$ cat src/rtl/seg_scan_ctrl.sv
// seg_scan_ctrl: time-multiplexed scan controller for a multi-digit
// common-anode 7-segment display fed by one shared BCD decoder.
// Each digit slot starts with a short blanking interval to suppress ghosting.
// New frames are staged and then committed only at the frame boundary.
//
// Optional build macro: LEADING_ZERO_BLANK_EN
//   defined   -> leading zero digits (k >= 1) keep their anode off
//   undefined -> every digit is shown, including leading zeros
module seg_scan_ctrl #(
  parameter int NUM_DIGITS   = 4,
  parameter int CLK_DIV      = 100000,
  parameter int BLANK_CYCLES = 16
) (
  input  logic                    clk,
  input  logic                    rst_n,
  input  logic [4*NUM_DIGITS-1:0] data_i,
  input  logic                    load_i,
  output logic                    pending_o,
  output logic [3:0]              dec_in_o,
  output logic [NUM_DIGITS-1:0]   an_o,
  output logic                    frame_o,
  output logic                    bcd_err_o
);

  localparam int DW = 4 * NUM_DIGITS;
  localparam int CW = $clog2(CLK_DIV);
  localparam int IW = $clog2(NUM_DIGITS);

  localparam logic [CW-1:0] CNT_LAST  = CW'(CLK_DIV - 1);
  localparam logic [CW-1:0] BLANK_LIM = CW'(BLANK_CYCLES);
  localparam logic [IW-1:0] IDX_LAST  = IW'(NUM_DIGITS - 1);

  typedef enum logic {
    ST_BLANK = 1'b0,
    ST_ON    = 1'b1
  } state_t;

  state_t                r_state;
  logic [CW-1:0]         r_cnt;
  logic [IW-1:0]         r_idx;
  logic [DW-1:0]         r_display;
  logic [DW-1:0]         r_staging;
  logic                  r_pending;
  logic [3:0]            r_dec_in;
  logic [NUM_DIGITS-1:0] r_an;
  logic                  r_frame;
  logic                  r_bcd_err;

  state_t                w_state_next;
  logic                  w_cnt_wrap;
  logic                  w_frame_now;
  logic [CW-1:0]         w_cnt_next;
  logic [IW-1:0]         w_idx_next;
  logic [DW-1:0]         w_display_next;
  logic [3:0]            w_digit_next;
  logic [NUM_DIGITS-1:0] w_an_next;
  logic                  w_frame_next;

  // True when digit idx is a leading zero that should stay dark.
  function automatic logic digit_suppressed(input logic [DW-1:0] disp,
                                            input logic [IW-1:0] idx);
`ifdef LEADING_ZERO_BLANK_EN
    logic [DW-1:0] upper;
    upper = disp >> (4 * int'(idx));
    return (idx != '0) && (upper == '0);
`else
    return 1'b0 & (|disp) & (|idx);
`endif
  endfunction

  // Next-state logic: slot counter, digit index, frame commit, FSM and outputs.
  always_comb begin
    // NOTE: every signal gets a default before any branch so no latch is inferred.
    w_cnt_wrap     = (r_cnt == CNT_LAST);
    w_frame_now    = w_cnt_wrap && (r_idx == IDX_LAST);
    w_cnt_next     = w_cnt_wrap ? '0 : r_cnt + 1'b1;
    w_idx_next     = r_idx;
    w_display_next = r_display;
    w_state_next   = r_state;
    w_an_next      = '1;

    if (w_cnt_wrap) begin
      w_idx_next = (r_idx == IDX_LAST) ? '0 : r_idx + 1'b1;
    end

    // A same-cycle load at the boundary bypasses the staging register.
    if (w_frame_now) begin
      if (load_i) begin
        w_display_next = data_i;
      end else if (r_pending) begin
        w_display_next = r_staging;
      end
    end

    case (r_state)
      ST_BLANK: if (w_cnt_next == BLANK_LIM) w_state_next = ST_ON;
      ST_ON:    if (w_cnt_wrap)              w_state_next = ST_BLANK;
      default:                               w_state_next = ST_BLANK;
    endcase

    if (w_state_next == ST_ON && !digit_suppressed(w_display_next, w_idx_next)) begin
      w_an_next[w_idx_next] = 1'b0;
    end

    w_digit_next = w_display_next[4*int'(w_idx_next) +: 4];
    // Registered copy of the frame condition lands in the cycle it describes.
    w_frame_next = (w_cnt_next == CNT_LAST) && (w_idx_next == IDX_LAST);
  end

  // State and registered outputs, all evaluated one edge ahead of use.
  always_ff @(posedge clk) begin
    if (!rst_n) begin
      r_state   <= ST_BLANK;
      r_cnt     <= '0;
      r_idx     <= '0;
      r_display <= '0;
      r_staging <= '0;
      r_pending <= 1'b0;
      r_dec_in  <= '0;
      r_an      <= '1;
      r_frame   <= 1'b0;
      r_bcd_err <= 1'b0;
    end else begin
      // NOTE: non-blocking assignments keep every register sampling pre-edge values.
      r_state   <= w_state_next;
      r_cnt     <= w_cnt_next;
      r_idx     <= w_idx_next;
      r_display <= w_display_next;
      r_an      <= w_an_next;
      r_frame   <= w_frame_next;

      if (load_i) begin
        r_staging <= data_i;
      end

      if (w_frame_now) begin
        r_pending <= 1'b0;
      end else if (load_i) begin
        r_pending <= 1'b1;
      end

      // Digit is presented at the start of the slot and held through it.
      if (w_cnt_next == '0) begin
        r_dec_in  <= w_digit_next;
        r_bcd_err <= (w_digit_next > 4'd9);
      end
    end
  end

  assign pending_o = r_pending;
  assign dec_in_o  = r_dec_in;
  assign an_o      = r_an;
  assign frame_o   = r_frame;
  assign bcd_err_o = r_bcd_err;

endmodule

$ cat config.mk
export PLATFORM = sky130hd
export DESIGN_NAME = seg_scan_ctrl
export DESIGN_NICKNAME = d
export VERILOG_FILES = /design/src/rtl/seg_scan_ctrl.sv
export SDC_FILE = /design/constraint.sdc
export NUM_CORES = 1
export LEC_CHECK = 0
export BUFFER_PORTS_ARGS = -buffer_cell sky130_fd_sc_hd__buf_2
export CAP_MARGIN = 20
export CORE_ASPECT_RATIO = 1.75
export CORE_MARGIN = 2
export CORE_UTILIZATION = 50
export DETAILED_ROUTE_END_ITERATION = 16
export PLACE_DENSITY = 0.69
export SYNTH_ARGS = -nofsm -noshare
export SYNTH_HDL_FRONTEND = slang
export SYNTH_SLANG_ARGS = --single-unit
$ cat constraint.sdc
create_clock -name clk -period 3.33 [get_ports clk]
set_clock_uncertainty 0.15 [all_clocks]
set_input_delay 0.666 -clock clk [delete_from_list [all_inputs] [get_ports clk]]
set_output_delay 0.666 -clock clk [all_outputs]
set_load 0.01 [all_outputs]
==> results of run 1 <==
==> sequential cells by signal, indices dropped and copies added, names as in the netlist <==
name	cells
r_cnt	17
r_display	16
r_staging	16
an_o	4
dec_in_o	4
r_idx	2
bcd_err_o	1
frame_o	1
pending_o	1
r_state	1
==> synth_stat cells (2+ instances only) <==
cell type	n	area share, %
nor2b_1	2	0.42
nand3b_1	2	0.50
or3_1	3	0.63
ha_1	2	0.84
nor2_1	45	5.7
dfxtp_1	63	42
and4b_1	3	1.0
a31oi_1	3	0.63
inv_1	6	0.75
buf_2	5	0.84
and3_1	5	1.0
o22ai_1	2	0.42
a211oi_1	2	0.50
nor4b_1	2	0.59
nor3_1	5	0.84
buf_6	4	1.5
mux2_2	17	6.4
and2_1	19	4.0
o32a_1	2	0.67
mux2i_1	25	8.4
xor2_1	4	1.2
o31ai_1	2	0.50
and4_1	3	0.88
clkbuf_1	11	1.4
a21oi_2	2	0.59
o21ai_0	14	2.3
xnor2_1	10	2.9
nand4_1	6	1.3
nand2_1	14	1.8
a21oi_1	9	1.5
nand3_1	8	1.3
nand2b_1	5	1.0
==> final timing paths <==
check | startpoint | to | slack, ns | cells after the start
max | r_cnt[0] | dec_in_o[2] | 0.21 | 9
max reg2reg | r_cnt[0] | dec_in_o[2] | 0.21 | 9
min reg2reg | r_cnt[0] | r_cnt[0] | 0.32 | 1
min | r_cnt[0] | r_cnt[0] | 0.32 | 1
==> per-layer routing <==
layer	vias to the layer above	track usage (%)	share of wire (%)
met3	18	3.386	3.1
li1	1171	-	-
met4	0	14.44	4.2
met1	1099	19.93	39
met5	-	0	0
met2	50	35.56	54
==> cell type report <==
cell class	count	area, sq um
sequential	63	1261
multi-input combinational	230	1585
clock inverter	6	85.08
clock buffer	10	127.6
tap	78	97.59
timing repair buffer	38	212.7
inverter	6	22.52
fill	543	2441
==> stage by stage <==
stage	setup WS (ns)	util, %	cell area [sq um]	total power [uW]	instances
floorplan	0.5442	-	2988	853.9	320
global placement	0.3384	54.50	3179	873.8	415
detailed placement	0.2528	54.50	3179	875.9	415
CTS	0.2231	58.15	3392	1591	431
global route	0.03239	58.15	3392	1633	431
finish	0.2051	58.15	3392	1576	431
==> worst reg2reg max path: cells and delay by family (launching register included) <==
| kind | cells | cell delay (ns) |
|---|---|---|
| flip-flops | 1 | 0.38 |
| adder cells (fa/ha/maj) | 1 | 0.23 |
| multiplexers | 1 | 0.24 |
| AO/OA/AOI/OAI | 2 | 0.59 |
| AND/OR/NAND/NOR | 5 | 1.40 |
==> report_power, final <==
part           internal (uW)  total [uW]  leakage (uW)  switching (uW)
Combinational           40.5        82.5      0.000690            42.0
Sequential               768         775      0.000512            7.02
Clock                    419         718      0.000102             300
Total                   1230        1580       0.00130             349
==> cells by family (layout without fill, tap and decap cells) <==
kind of cell | Yosys count | count (layout)
AND/OR/NAND/NOR | 128 | 128
AO/OA/AOI/OAI | 44 | 44
XOR/XNOR | 14 | 14
buffers and inverters | 27 | 60
adder cells (fa/ha/maj) | 2 | 2
flip-flops | 63 | 63
multiplexers | 42 | 42
==> flow_summary.ini, run 1 <==
[final_layout]
final_cell_mix = dfxtp_1 (63), nor2_1 (45), buf_2 (29), mux2i_1 (25), and2_1 (19)
area_growth_pct = 13.53
n_antenna_cell = 0
fin_nets = 369
drive_above_1_share_pct = 22.38
layout_commonest_cell = dfxtp_1

[route]
routedWlPerCell_microns = 14.16
wl_mm = 6.101
drcViolationCount = 0
vias = 2338
drt-initial-drc-count = 94
ant_nets = 0
vias_per_cell = 5.425
drt_first_pass_iters = 4

[yosys]
synth_top_family_by_area = simple AND/OR/NAND/NOR gates
synth_area_sq_um = 2988
yosys_warnings = 0
synth_async_sr_flop_share_pct = 0
synthDistinctLibCells = 47
synth_cells = 320
ys.flop_type = dfxtp_1
synth-simple-area-share_pct = 22.91
synthesis.nets = 341
avgSynthCellArea_sq_um = 9.337
synth_edf_count = 0
synth_seq_cells = 63
synthAdderAreaFrac_pct = 0.8375
synth_compound_area_share_pct = 10.43
synthMuxAreaShare_pct = 14.78
yosysSeqAreaShare_pct = 42.21
synthXorXnorAreaFrac_pct = 4.104

[setup_path]
path_buf_inv = 0
crit_required_ns = 3.41
crit_path_end_kind = flop
slowest_stage = or4_4
critPathLaunchType = flop
cp_top_family = simple AND/OR/NAND/NOR gates
crit_fanout = 7
critical_path_class = flop to flop
max_stage_delay_ns = 0.58
cp_cell_sequence = ha_1, and2_1, nand3_4, or4_4, a2111oi_4, a41o_1, and3_1, mux2i_1, nor2_1
cp_data_arrival_time_ns = 3.20

[timing]
slew_headroom_pct = 70.88
fmax_mhz = 320.0
setup_tns_ns = 0
hold_violations = 0
rsz0062_at_grt = no
fin_crit_ns = 3.125
setup_violations = 0
fin_crit_sh_pct = 93.84
worstMarginPinSlew_ns = 0.4323
drv_slew = 0
holdWs_ns = 0.3178

[grt]
antenna_found_initial = 0
grt_pass1_wl_mm = 10.18
first_global_vias = 2271
grt_max_degree = 24
grt_overflow = 0
grt_use_total_pct = 19.68

[pwr]
power_density_nw_per_um2 = 464.7
leakagePower_uw = 0.001304
max-vdd-ir-drop_mv = 0.2481

[placed_design]
io_buffer_count = 29
dp_hpwl_mm = 4.474
gp_congestion = 0.8774

[run]
cap_viol_max_count = 0

[floorplanning]
rows = 37
core_area_sq_um = 5833
start_util_pct = 51.22
die_y_microns = 106.3
die_w_microns = 62.44
pin_count = 30
die-area_sq_um = 6634

[clocking]
hold_buffers = 0
clock_sinks = 63
cts_setup_buffers = 0
cts_tree = built
insertion_delay_ns = 0.35
clkTransAtPathRegs_ns = 0.07
cts_resized = 0
cts_root_buf = clkbuf_8
numCtsBuffers = 9
cts-htree-levels = 3
clock_path_buffers = 2

[status]
status = finished clean

[worst_hold_path]
min_path_type = flop to flop
No activity file was read; power rests on OpenSTA's default activity.
==> run 2: changes to the inputs <==
CTS_CLUSTER_SIZE = 25   (was unset)
PLACE_DENSITY = 0.72   (was 0.69)
clock period = 2.8 ns   (was 3.33 ns; I/O delays follow)
==> run 2 against run 1 <==
  * Design area grew 9.7%
  * Global-route usage up 2.0 points
  * Clock-buffer cell count up 1
  * Core utilization rose by 5.6 points
  * Critical path type unchanged
  * Sequential power grew 19%
  * First-iteration DRC count grew 20%
  * Total power grew 29%
  * Register-to-register slack worse by 0.10 ns
  * Combinational power up 32%
  * Highest routed layer unchanged
  * Final cell count increased by 6.3%
==> flow_summary.ini, run 2 (synthesized netlist as in run 1, its figures left out) <==
[status]
status = finished clean

[route]
routedWlPerCell_microns = 14.90
vias = 2490
wl_mm = 6.826
drt_first_pass_iters = 4
vias_per_cell = 5.437
drt-initial-drc-count = 113
drcViolationCount = 0
ant_nets = 0

[final_layout]
multi_input_area_sq_um = 1663
final-seq-area_sq_um = 1266
drive_above_1_share_pct = 32.89
fin_nets = 396
largest_register_ffs = 17
n_fill_cell = 515
layout_commonest_cell = dfxtp_1
stdcell_count = 458
final_cell_mix = dfxtp_1 (61), nor2_1 (44), buf_4 (34), buf_2 (30), mux2i_1 (19)
top_register = r_cnt
n_antenna_cell = 0
area_growth_pct = 24.54
largest_registers = r_cnt x17, r_display x16, r_staging x16

[clocking]
cts_root_buf = clkbuf_8
clock_sinks = 63
hold_buffers = 0
cts-htree-levels = 3
insertion_delay_ns = 0.34
clock_path_buffers = 2
clkTransAtPathRegs_ns = 0.07
numCtsBuffers = 9
cts_tree = built

[setup_path]
reg2reg_to = bcd_err_o
crit_path_end_kind = flop
rrSetupSlack_ns = 0.10
cp_data_arrival_time_ns = 2.78
slowest_stage = dfxtp_1
crit_required_ns = 2.88
crit_fanout = 5
reg2reg_depth = 12
crit_top_cell = buf_4
r2r_start = r_cnt[1]
critPathLaunch = r_cnt[1]
max_stage_delay_ns = 0.36
cp_cell_sequence = ha_1, buf_4, and4_2, nand4_1, buf_4, nor2_4, buf_2, mux2i_2, mux2i_1, mux2_2, o211ai_2, a21oi_2
critPathLaunchType = flop
critical_path_class = flop to flop

[timing]
fin_crit_sh_pct = 96.34
setup_tns_ns = 0
hold_violations = 0
slew_headroom_pct = 68.24
setup_violations = 0
holdWs_ns = 0.3317
fmax_mhz = 370.7
fin_crit_ns = 2.697
worstMarginPinSlew_ns = 0.4714
drv_slew = 0

[floorplanning]
die-area_sq_um = 6634
rows = 37
die_w_microns = 62.44
pin_count = 30
core_area_sq_um = 5833
start_util_pct = 51.22
die_y_microns = 106.3

[grt]
grt_use_total_pct = 21.69
grt_pass1_wl_mm = 11.14
busiest_layer = met2
use_met3_pct = 5.820
grt_max_degree = 22
antenna_found_initial = 0
use_met1_pct = 19.27
grt_overflow = 0
first_global_vias = 2570
grt_use_met2_pct = 41.01

[placed_design]
io_buffer_count = 29
dp_hpwl_mm = 4.995
dp_cells = 437
gp_congestion = 0.8772

[pwr]
power.share.switching_pct = 20.71
p_clk_share_pct = 49.2
pwr-share-comb_pct = 5.4
seq_power_share_pct = 45.5
leakagePower_uw = 0.001481
p_sw_uw = 419.7
power_density_nw_per_um2 = 544.6
power.internal_uw = 1607
max-vdd-ir-drop_mv = 0.3836

[worst_hold_path]
hold-path-endpoint = r_staging[14]
whs_path_depth = 3
min_from = data_i[14]
min_path_type = input port to flop

[run]
cap_viol_max_count = 0
-- run 2: changes by cell type in the layout (fill, tap and decap cells not counted), moves of 2 or more --
cell / before / now
buf_4: 9 / 34
clkinvlp_4: 2 / 0
mux2i_1: 25 / 19
clkbuf_8: 9 / 11
nor4b_2: 0 / 2
dfxtp_1: 63 / 61
a21oi_1: 9 / 7
a211oi_2: 0 / 2
a211oi_1: 2 / 0
a21oi_2: 2 / 4
nor4b_1: 2 / 0
mux2i_2: 0 / 5
-- run 2: stage by stage --
| step | utilization, % | worst slack (ns) | power (uW) | instance area (sq um) |
|---|---|---|---|---|
| after floorplan | - | 0.01419 | 1016 | 2988 |
| after global placement | 57.34 | 0.02899 | 1044 | 3344 |
| after detailed placement | 57.34 | -0.02642 | 1048 | 3344 |
| after CTS | 61.84 | 0.03983 | 2043 | 3607 |
| after global routing | 63.79 | -0.01721 | 2092 | 3721 |
| final | 63.79 | 0.1026 | 2026 | 3721 |
-- run 2: worst max-delay path by stage --
stage | end | slack [ns] | cells past startpoint
2_1_floorplan | dec_in_o[2] | 0.01 | 11
3_3_place_gp | dec_in_o[0] | 0.03 | 9
3_5_place_dp | dec_in_o[2] | -0.03 | 9
4_1_cts | dec_in_o[0] | 0.04 | 11
5_1_grt | bcd_err_o | -0.02 | 12
6_report | bcd_err_o | 0.10 | 12
-- run 2: layer usage --
metal	wire [microns]	up-vias	part of all wire (%)
li1	-	1226	-
met4	311	0	4.6
met1	2443	1184	36
met5	0	-	0
met3	236	26	3.5
met2	3834	54	56
-- run 2: final cells by class --
class,instances,share of cell area (%)
tap,78,2.623
clock buffer,11,4.069
sequential,63,34.03
timing repair buffer,65,11.20
multi-input combinational,230,44.69
clock inverter,5,2.791
inverter,6,0.6052
-- run 2: worst max-delay path: cells and delay by family, from the launching register on --
family,cells,cell delay (ns)
mux,3,0.64
buf+inv,3,0.54
simple gates,3,0.49
flops,1,0.36
compound gates,2,0.22
fa+ha+maj,1,0.18
-- run 2: repair_timing --
item / 4_1_cts / 5_1_grt
setup buffers: 0 / 4
pin swaps: 0 / 6
gates cloned: 0 / 1
resized for setup: 2 / 22
setup endpoints to repair: 5 / 7
-- run 2: power by group through the flow --
stage | registers [uW] | clock network [uW] | logic, uW
floorplan | 941 | 0 | 74.5
global placement | 941 | 0 | 103
detailed placement | 942 | 0 | 106
CTS | 922 | 1010 | 107
global route | 923 | 1050 | 120
finish | 921 | 996 | 109
==> run 3: changes to the inputs <==
CTS_BUF_LIST = sky130_fd_sc_hd__clkbuf_2 sky130_fd_sc_hd__clkbuf_4 sky130_fd_sc_hd__clkbuf_8   (was unset)
clock period = 2.2 ns   (was 2.8 ns; I/O delays follow)
==> run 3 against run 2 <==
  * The flow now finishes with violations (setup timing)
  * Via count is 6.6% higher
  * Sequential share of layout area is 3.3 points lower
  * Die area stayed put
==> flow_summary.ini, run 3 (synthesized netlist as in run 1, its figures left out) <==
[status]
status = finished with violations
failed_checks = setup timing

[clocking]
insertion_delay_ns = 0.35
clock_path_buffers = 2
hold_buffers = 0
cts_root_buf = clkbuf_8
cts_tree = built
clkTransAtPathRegs_ns = 0.08
numCtsBuffers = 9
clock_sinks = 63
cts-htree-levels = 3

[route]
vias_per_cell = 5.374
vias = 2655
routedWlPerCell_microns = 15.35
drt_first_pass_iters = 4
ant_nets = 0
drcViolationCount = 0
wl_mm = 7.584
drt-initial-drc-count = 130

[worst_hold_path]
min_from = rst_n
whs_path_depth = 2
min_path_type = input port to flop

[final_layout]
area_growth_pct = 39.41
fin_nets = 432
largest_register_ffs = 17
n_antenna_cell = 0
final_cell_mix = buf_4 (64), dfxtp_1 (52), nor2_1 (43), buf_2 (29), mux2i_1 (21)
layout_commonest_cell = buf_4
largest_registers = r_cnt x17, r_display x16, r_staging x16
top_register = r_cnt
drive_above_1_share_pct = 43.03
final_area_sq_um = 4165

[setup_path]
crit_required_ns = 2.28
critPathLaunch = r_cnt[5]
critPathLaunchType = flop
max_stage_delay_ns = 0.57
crit_fanout = 7
critical_path_class = flop to flop
cp_cell_sequence = and2_4, nand3_1, or4_4, a2111oi_4, a41o_1, and3_4, mux2i_1, nor2_1
cp_data_arrival_time_ns = 2.56
slowest_stage = or4_4
reg2reg_depth = 8
crit_path_end_kind = flop
r2r_start = r_cnt[5]

[pwr]
power_density_nw_per_um2 = 616.7
leakagePower_uw = 0.001696
max-vdd-ir-drop_mv = 0.6174

[floorplanning]
die-area_sq_um = 6634
start_util_pct = 51.22
die_y_microns = 106.3
pin_count = 30
core_area_sq_um = 5833
die_w_microns = 62.44
rows = 37

[timing]
setup_violations = 11
hold_violations = 0
worstMarginPinSlew_ns = 0.4653
drv_slew = 0
timing.final.ws_setup_ns = -0.2789
fmax_mhz = 403.4
rsz0062_at_grt = yes
fin_crit_ns = 2.479
slew_headroom_pct = 68.65
fin_crit_sh_pct = 112.7

[placed_design]
gp_congestion = 0.8916
post-place-ws_ns = -0.3963
dp_hpwl_mm = 5.418
placed_area_sq_um = 3721
io_buffer_count = 29

[grt]
first_global_vias = 2765
grt_use_total_pct = 24.12
antenna_found_initial = 0
grt_overflow = 0
grt_max_degree = 31
grt_pass1_wl_mm = 12.34

[run]
cap_viol_max_count = 0
run 3: cell count changes in the layout (fill, tap and decap cells not counted), moves of 4 or more:
cell	previous run	this run
mux2i_2	5	1
dfxtp_2	1	9
dfxtp_1	61	52
buf_4	34	64
buf_6	1	6
run 3: critical path, delay by kind of cell (launching register included):
kind	cells	cell delay [ns]
muxes	1	0.20
and+or+nand+nor	5	1.10
DFF	1	0.38
AOI/OAI and AO/OA	2	0.53
run 3: cell type report:
type / count / area (sq um)
multi-input cells: 230 / 1788
fillers: 434 / 1668
flip-flops and latches: 63 / 1280
repair buffers: 101 / 733.2
clock buffers: 9 / 123.9
clock inverters: 7 / 120.1
well taps: 78 / 97.59
inverters: 6 / 22.52
run 3: final timing paths:
kind	slack (ns)	endpoint
max	-0.28	dec_in_o[1]
min	0.19	r_staging[4]
max reg2reg	-0.28	dec_in_o[1]
min reg2reg	0.34	r_display[2]
run 3: routing by layer:
metal / routed length, microns / GRT usage, % / vias to the layer above
li1: - / - / 1304
met1: 2737 / 22.37 / 1274
met2: 4395 / 48.54 / 58
met3: 231 / 5.397 / 19
met4: 220 / 10.48 / 0
met5: 0 / 0 / -
run 3: through the flow:
step	total power (uW)	hold slack [ns]	utilization, %	std cells	TNS [ns]
final	2569	0.1938	71.41	494	-1.993
after global routing	2654	0.1983	71.41	494	-2.959
after CTS	2583	0.1836	70.74	492	-1.937
after detailed placement	1358	0.3274	63.79	474	-3.021
after global placement	1352	0.3078	63.79	474	-2.506
after floorplan	1298	0.2908	-	320	-1.823
run 3: where the power goes:
| group | switching (uW) | internal, uW |
|---|---|---|
| logic | 78.5 | 84.2 |
| clock network | 478 | 756 |
| registers | 10.9 | 1160 |
| total | 568 | 2000 |
run 3: repair_timing:
action                     CTS  global route
buffers inserted             3             4
resized for setup           39            10
pin swaps                    5             7
setup endpoints to repair   11            12
